==> src/rtl/mmio_window.sv <==
// rtl/mmio_window.sv - memory-mapped byte register window with auto-increment pointer
//
// Purpose: a parametrised window of NUM_RW read/write and NUM_RO read-only byte
// registers at BASE. Access is byte-wide (lane A) or 16-bit (lanes A and B).
// An auto-incrementing pointer with a burst counter selects the address.
//
// Ports:
//   clk, reset    rising-edge clock; asynchronous active-high reset
//   data_bus      write data / pointer / count source; lane A [7:0], lane B [15:8]
//   set_address   load pointer from data_bus[14:0]
//   step          advance pointer (+1 byte mode, +2 word mode) and decrement count
//   set_count     load burst count from data_bus, clear overrun
//   half_mode     1 = lane A only, 0 = lanes A and B
//   read, write   access enables
//   ro_value      asynchronous read-only sources, byte j at [8j+7:8j]
//   db_out        combinational read data, 0 on undriven lanes (OR'd onto the bus)
//   rw_value      read/write register contents
//   rw_strobe     one-cycle pulse per written register
//   ro_changed    sticky per-byte change flags, cleared by reading the byte
//   address       current pointer
//   count         remaining burst count
//   done          one-cycle pulse after count reaches 0
//   overrun       sticky: step issued with count == 0
module mmio_window #(
  parameter logic [14:0]          BASE     = 15'h7F00,
  parameter int                   NUM_RW   = 16,
  parameter int                   NUM_RO   = 16,
  parameter logic [NUM_RW*8-1:0]  RW_RESET = '0
) (
  input  logic                  clk,
  input  logic                  reset,
  input  logic [15:0]           data_bus,
  input  logic                  set_address,
  input  logic                  step,
  input  logic                  set_count,
  input  logic                  half_mode,
  input  logic                  read,
  input  logic                  write,
  input  logic [NUM_RO*8-1:0]   ro_value,
  output logic [15:0]           db_out,
  output logic [NUM_RW*8-1:0]   rw_value,
  output logic [NUM_RW-1:0]     rw_strobe,
  output logic [NUM_RO-1:0]     ro_changed,
  output logic [14:0]           address,
  output logic [15:0]           count,
  output logic                  done,
  output logic                  overrun
);

  localparam int TOTAL = NUM_RW + NUM_RO;
  localparam int LAST  = int'(BASE) + TOTAL - 1;

  generate
    if (LAST > 32'h7FFF || TOTAL < 1) begin : g_bad_params
      $error("mmio_window: window exceeds address space or is empty");
    end
  endgenerate

  logic [14:0]         addr_b;
  logic                hit_a, hit_b;
  logic [14:0]         off_a, off_b;
  logic [7:0]          rd_a, rd_b;
  logic                rd_en_a, rd_en_b, wr_en_a, wr_en_b;
  logic [NUM_RW-1:0]   wr_sel_a, wr_sel_b;
  logic [NUM_RO-1:0]   ro_clr;
  logic [NUM_RO*8-1:0] ro_s1, ro_s2, ro_prev;

  // Lane B naturally wraps 7FFF -> 0000 in 15-bit arithmetic.
  assign addr_b = address + 15'd1;

  // Compare in 16 bits so BASE+TOTAL cannot overflow at the top of memory.
  assign hit_a = (address >= BASE) && ({1'b0, address} < ({1'b0, BASE} + 16'(TOTAL)));
  assign hit_b = (addr_b  >= BASE) && ({1'b0, addr_b}  < ({1'b0, BASE} + 16'(TOTAL)));
  assign off_a = address - BASE;
  assign off_b = addr_b - BASE;

  assign rd_en_a = read  && hit_a;
  assign rd_en_b = read  && ~half_mode && hit_b;
  assign wr_en_a = write && hit_a;
  assign wr_en_b = write && ~half_mode && hit_b;

  always_comb begin
    rd_a     = 8'h00;
    rd_b     = 8'h00;
    wr_sel_a = '0;
    wr_sel_b = '0;
    ro_clr   = '0;
    for (int i = 0; i < NUM_RW; i++) begin
      if (off_a == 15'(i)) begin
        rd_a        = rw_value[8*i +: 8];
        wr_sel_a[i] = wr_en_a;
      end
      if (off_b == 15'(i)) begin
        rd_b        = rw_value[8*i +: 8];
        wr_sel_b[i] = wr_en_b;
      end
    end
    // RO bytes return the second synchroniser stage; any lane read clears the flag.
    for (int j = 0; j < NUM_RO; j++) begin
      if (off_a == 15'(NUM_RW + j)) begin
        rd_a      = ro_s2[8*j +: 8];
        ro_clr[j] = ro_clr[j] | rd_en_a;
      end
      if (off_b == 15'(NUM_RW + j)) begin
        rd_b      = ro_s2[8*j +: 8];
        ro_clr[j] = ro_clr[j] | rd_en_b;
      end
    end
    db_out = {(rd_en_b ? rd_b : 8'h00), (rd_en_a ? rd_a : 8'h00)};
  end

  // Register file. Lanes never address the same byte, so the order is arbitrary.
  always_ff @(posedge clk or posedge reset) begin
    if (reset) begin
      rw_value  <= RW_RESET;
      rw_strobe <= '0;
    end else begin
      rw_strobe <= wr_sel_a | wr_sel_b;
      for (int i = 0; i < NUM_RW; i++) begin
        if (wr_sel_a[i]) begin
          rw_value[8*i +: 8] <= data_bus[7:0];
        end else if (wr_sel_b[i]) begin
          rw_value[8*i +: 8] <= data_bus[15:8];
        end
      end
    end
  end

  // Read-only path: two-flop synchroniser plus a history stage for change detect.
  always_ff @(posedge clk or posedge reset) begin
    if (reset) begin
      ro_s1      <= '0;
      ro_s2      <= '0;
      ro_prev    <= '0;
      ro_changed <= '0;
    end else begin
      ro_s1   <= ro_value;
      ro_s2   <= ro_s1;
      ro_prev <= ro_s2;
      for (int j = 0; j < NUM_RO; j++) begin
        if (ro_s2[8*j +: 8] != ro_prev[8*j +: 8]) begin
          ro_changed[j] <= 1'b1;
        end else if (ro_clr[j]) begin
          ro_changed[j] <= 1'b0;
        end
      end
    end
  end

  // Pointer and burst counter; accesses this cycle use the old address.
  always_ff @(posedge clk or posedge reset) begin
    if (reset) begin
      address <= '0;
      count   <= '0;
      done    <= 1'b0;
      overrun <= 1'b0;
    end else begin
      if (set_address) begin
        address <= data_bus[14:0];
      end else if (step) begin
        address <= address + (half_mode ? 15'd1 : 15'd2);
      end

      done <= 1'b0;
      if (set_count) begin
        count   <= data_bus;
        overrun <= 1'b0;
      end else if (step) begin
        if (count != 16'd0) begin
          count <= count - 16'd1;
          done  <= (count == 16'd1);
        end else begin
          overrun <= 1'b1;
        end
      end
    end
  end

endmodule

==> config.mk <==
export PLATFORM = sky130hd
export DESIGN_NAME = mmio_window
export DESIGN_NICKNAME = d
export VERILOG_FILES = /design/src/rtl/mmio_window.sv
export SDC_FILE = /design/constraint.sdc
export NUM_CORES = 1
export LEC_CHECK = 0
export ABC_AREA = 1
export CORE_MARGIN = 2
export CORE_UTILIZATION = 35
export DETAILED_ROUTE_END_ITERATION = 16
export HOLD_SLACK_MARGIN = 0.02
export SLEW_MARGIN = 25
export SYNTH_ARGS = -nofsm -noshare
export SYNTH_HDL_FRONTEND = slang
export SYNTH_SLANG_ARGS = --single-unit
==> constraint.sdc <==
create_clock -name clk -period 18.2 [get_ports clk]
set_input_delay 2.73 -clock clk [delete_from_list [all_inputs] [get_ports clk]]
set_output_delay 2.73 -clock clk [all_outputs]
set_load 0.03 [all_outputs]
Word level (Yosys, flattened, before mapping). Cells that the tools add are included.

Bits in registers: 577.

Add/sub/neg operators: 5. $lt $le $gt $ge: 4. Equal/unequal tests: 80. Multiplexer cells: 206. Bitwise logic cells: 18. Reductions and logical operators: 48.

Operators with widths (number): $mux W8 (98); $eq A15 B5 Y1 const B (32); $eq A15 B4 Y1 const B (16); $ne A8 B8 Y1 (16); $eq A15 B3 Y1 const B (8); $mux W1 (102); $reduce_bool A2 Y1 (35); $eq A15 B2 Y1 const B (4); $mux W16 (3); $eq A15 B1 Y1 const B (2); $ge A15 B15 Y1 const B (2); $logic_not A15 Y1 (2); $lt A15 B15 Y1 const B (2); $mux W15 (2); $sub A15 B15 Y15 const B (2); $eq A16 B1 Y1 const B (1); $or A1 B1 Y1 (16); $or A16 B16 Y16 (1); $reduce_bool A16 Y1 (1); $sub A16 B1 Y16 const B (1); $add A15 B1 Y15 const B (1); $add A15 B2 Y15 (1); $logic_and A1 B1 Y1 (8); $reduce_and A2 Y1 (2); 3 further kinds (3).

Logic depth before layout (Yosys ltp).
Depth in word-level cells: 36. Depth in mapped cells: 48. Gate-level depth less buffers: 46.

Least setup slack after synthesis. OpenSTA, ideal clock, no wires.

Path kind: reg2out. From: register address[1]. To: output db_out[9]. Data arrival time: 3879 ps. Slack: 11591 ps. Stages on the path, launching flop included: 44. Path through: dfrtp_1 > nand2_1 > nor2_4 > nand2_2 > nor2_2 > nand2_1 > nand2_1 > nand3_2 > nor3_4 > inv_2 > nor2_4 > inv_2 > buf_2 > o21ai_0 > inv_1 > nand2_1 > nand2_1 > nand2_1 > [... 8 more ...] > nand2_1 > nand2_1 > nand2_1 > nand2_1 > nand2_1 > nand2_1 > nand2_1 > nand2_1 > nand2_1 > nand2_1 > nand2_1 > nand2_1 > nand2_1 > nand2_1 > nand2_1 > nand2_1 > nand2_1 > a21oi_1.

Cells in the longest elaborated chain, start to end: 36. Elaborated cells on any way between the ends: 71. Those cells by class: add/sub (2); order compare (2); eq/ne (31); mux (33); reduce/logical (3).

RTL lines: start, declared (RTL line 44) `output logic [14:0] address,`; start signal, assigned (RTL line 159) `address <= data_bus[14:0];`; start signal, assigned (RTL line 161) `address <= address + (half_mode ? 15'd1 : 15'd2);`; $add A15 B1 Y15 * (RTL line 69) `assign addr_b = address + 15'd1;`; $sub A15 B15 Y15 (RTL line 75) `assign off_b = addr_b - BASE;`; $logic_not A15 Y1 (RTL line 93) `if (off_b == 15'(i)) begin`; $mux W8 (16 in a row) (RTL line 93); $mux W8 (16 in a row) (RTL line 104) `if (off_b == 15'(NUM_RW + j)) begin`; $mux W8 * (RTL line 109) `db_out = {(rd_en_b ? rd_b : 8'h00), (rd_en_a ? rd_a : 8'h00)};`; end, declared (RTL line 40) `output logic [15:0] db_out,`.

Every way passes the cells marked *; elsewhere a longest branch is shown, timed or not.

Worst setup path in the final report.
From: register address[4]. To: output db_out[9].

Same word-level chain as after synthesis.

==> flow_summary.yaml <==
outcome:
  status: "complete, no violations"
clock_tree:
  cts_sinks: 577
  cts_hold_buf: 0
  cts_tree: "built"
  post_cts.resized_instances: 0
  clkTransAtPathRegs_ns: 0.06
  ctsRootBufferMaster: "clkbuf_16"
  cts_buffer_depth: 3
  worstSkewPairLatency_ns: 0.64
  numCtsBuffers: 67
  h-tree-depth: 3
  post-cts-setup-buffer-count: 0
worst_setup_path:
  worstPathRequired_ns: 15.47
  cp_slowest_cell: "nor2_1"
  crit_fanout: 14
  critical-path-max-stage-delay_ns: 0.71
  end_kind: "primary output"
  crit_arrival_ns: 7.13
  cpMostUsedCell: "nand2_1"
  start_kind: "flip-flop"
  crit_type: "flip-flop to primary output"
route:
  wl_per_cell_um: 21.9
  vias: 23600
  drt_wl_total_mm: 100
  drt_iter0_drc: 2734
  via_per_inst: 5.14
  dr.pass1.iters: 6
  ant_nets: 0
  drc: 0
final_layout:
  nets: 3667
  post-route-util_pct: 44.6
  fillers: 7441
  diodes: 0
  syn2layout_area_growth_pct: 26.2
  instances_no_fill: 4591
  drive_above_1_share_pct: 5.50
power_and_ir_drop:
  finalPower_mw: 3.12
  p_leak_nw: 15.0
  cellPowerDensity_nw_per_um2: 92.1
  clkPwrFrac_pct: 45.9
  internal-power_mw: 2.31
  p_sw_mw: 0.814
  p_seq_share_pct: 45.3
  comb_power_share_pct: 8.9
  peakVddDrop_uv: 70.4
  p_sw_share_pct: 26.1
timing:
  fin_crit_sh_pct: 54.2
  report.final.slew_viol_count: 0
  rsz0062_at_grt: "no"
  finClkSkew_ns: 0.0373
  fmax_mhz: 101
  setup_tns_ns: 0
  min_period_ns: 9.86
  setup-violations-final: 0
  max-slew-margin-rel_pct: 27.2
  worst_pin_slew_ns: 1.09
  hold_viol: 0
  finalWorstSetupSlack_ns: 8.34
global_routing:
  grt_overflow: 0
  grt_pass1_vias: 22100
  antenna_found_initial: 0
  grt_first_pass_wirelength_mm: 147
  track_usage_pct: 25.2
  grt_max_degree: 134
synth:
  synth_cells: 3164
  synth_fp_nets: 3321
  synth_cell_types: 46
  ys_seq_elements: 577
  synth_edf_count: 0
  yosysSeqAreaShare_pct: 53.8
  yosysWarnings: 0
  synthArstFlopShare_pct: 100
  synth.avg_cell_area_um2: 8.48
  synth_flop_cell: "dfrtp_1"
  netlist_area_um2: 26800
die:
  coreArea_um2: 75900
  num_io_pins: 361
  start_util_pct: 35.3
  rows: 101
  die_area_um2: 78900
  die_w_um: 281
  die_h_um: 281
hold_path:
  min_path_type: "flip-flop to flip-flop"
flow_run:
  drv_cap: 0
placed_design:
  port_buffers: 360
  dp_cells: 4471
  place_ws_ns: 9.10
  place_congestion: 0.974
  hpwl_mm: 74.1
-- cells in the mapped netlist (6+ instances only) --
| cell type | number | area share (%) |
|---|---|---|
| inv_1 | 571 | 8.0 |
| o22ai_1 | 41 | 0.96 |
| xor2_1 | 79 | 2.6 |
| o21ai_0 | 312 | 5.8 |
| dfrtp_1 | 577 | 54 |
| clkinv_1 | 7 | 0.098 |
| buf_2 | 13 | 0.24 |
| inv_2 | 6 | 0.084 |
| a31oi_1 | 14 | 0.33 |
| a221oi_1 | 25 | 0.82 |
| nor2_1 | 202 | 2.8 |
| a22oi_1 | 10 | 0.28 |
| o221ai_1 | 95 | 3.1 |
| or2_2 | 36 | 0.84 |
| nand2_1 | 687 | 9.6 |
| xnor2_1 | 43 | 1.4 |
| nand4_1 | 47 | 1.1 |
| o211ai_1 | 25 | 0.70 |
| nand3_1 | 106 | 2.0 |
| nor2_2 | 7 | 0.16 |
| a21oi_1 | 66 | 1.2 |
| nor4_1 | 22 | 0.51 |
| o21ai_1 | 13 | 0.24 |
| o21bai_1 | 8 | 0.22 |
| clkbuf_1 | 86 | 1.2 |
| nor3_1 | 22 | 0.41 |
-- cells in the final DEF, fill, tap and decap left out, types with 68 or more instances in the layout --
cell / Yosys / layout
o221ai_1: 95 / 95
clkdlybuf4s50_1: 0 / 360
xor2_1: 79 / 79
clkbuf_16: 0 / 68
dfrtp_1: 577 / 577
nor2_1: 202 / 202
nand3_1: 106 / 106
inv_1: 571 / 570
o21ai_0: 312 / 312
nand2_1: 687 / 687
-- sequential cells by signal, indices dropped and copies added (netlist names) --
signal / flops
address: 15
rw_value: 128
ro_s1: 128
overrun: 1
ro_prev: 128
done: 1
count: 16
rw_strobe: 16
ro_s2: 128
ro_changed: 16
-- cells by family after synthesis --
| family | share of synthesized area (%) |
|---|---|
| DFF | 53.8 |
| xor gates and xnor gates | 3.98 |
| adders and majority gates | 0.261 |
| AOI/OAI and AO/OA | 14.3 |
| and+or+nand+nor | 17.9 |
| buffers and inverters | 9.77 |
-- area by class of cell --
class                   instances  area [um^2]  share of cell area (%)
flip-flops and latches        577        14400                    42.6
well taps                    1030         1290                    3.80
multi-input cells            1897         9780                    28.9
inverters                     584         2200                    6.48
clock buffers                  86         1880                    5.55
repair buffers                383         3800                    11.2
clock inverters                34          492                    1.45
-- per-stage QoR --
stage | hold WS, ns | instance area, um^2
5_1_grt | 0.351 | 33900
4_1_cts | 0.345 | 33900
3_3_place_gp | 0.333 | 31500
3_5_place_dp | 0.335 | 31500
2_1_floorplan | 0.331 | 26800
6_report | 0.343 | 33900
-- power groups by stage --
stage / combinational, mW / clock [mW] / sequential, mW
2_1_floorplan: 0.109 / 0 / 1.45
3_3_place_gp: 0.274 / 0 / 1.43
3_5_place_dp: 0.275 / 0 / 1.43
4_1_cts: 0.276 / 1.46 / 1.41
5_1_grt: 0.297 / 1.51 / 1.42
6_report: 0.276 / 1.43 / 1.41
-- path summary, 6_finish.rpt --
check / from / endpoint / slack [ns] / cells after the start
setup / recovery: address[4] / db_out[9] / 8.34 / 33
hold / removal: ro_s1[71] / ro_s2[71] / 0.34 / 0
setup reg to reg: address[4] / rw_value[84] / 13.42 / 15
hold reg to reg: ro_s1[71] / ro_s2[71] / 0.34 / 0
max in group asynchronous: reset / ro_s1[103] / 12.79 / 6
min in group asynchronous: reset / overrun / 2.70 / 3
-- per-layer routing --
layer / global-route usage, % / up-vias / share of wire (%)
met5: 0 / - / 0
met4: 10.0 / 0 / 3.9
met3: 5.12 / 214 / 9.1
met2: 38.3 / 1140 / 44
met1: 35.1 / 11300 / 43
li1: - / 10900 / -
-- critical path: cells and delay by family (launching register included) --
kind	cells	cell delay, ns
flip-flops	1	0.61
buffers and inverters	3	1.10
AO/OA/AOI/OAI	2	0.37
AND/OR/NAND/NOR	28	4.43
Power figures use the tool's default switching activity.
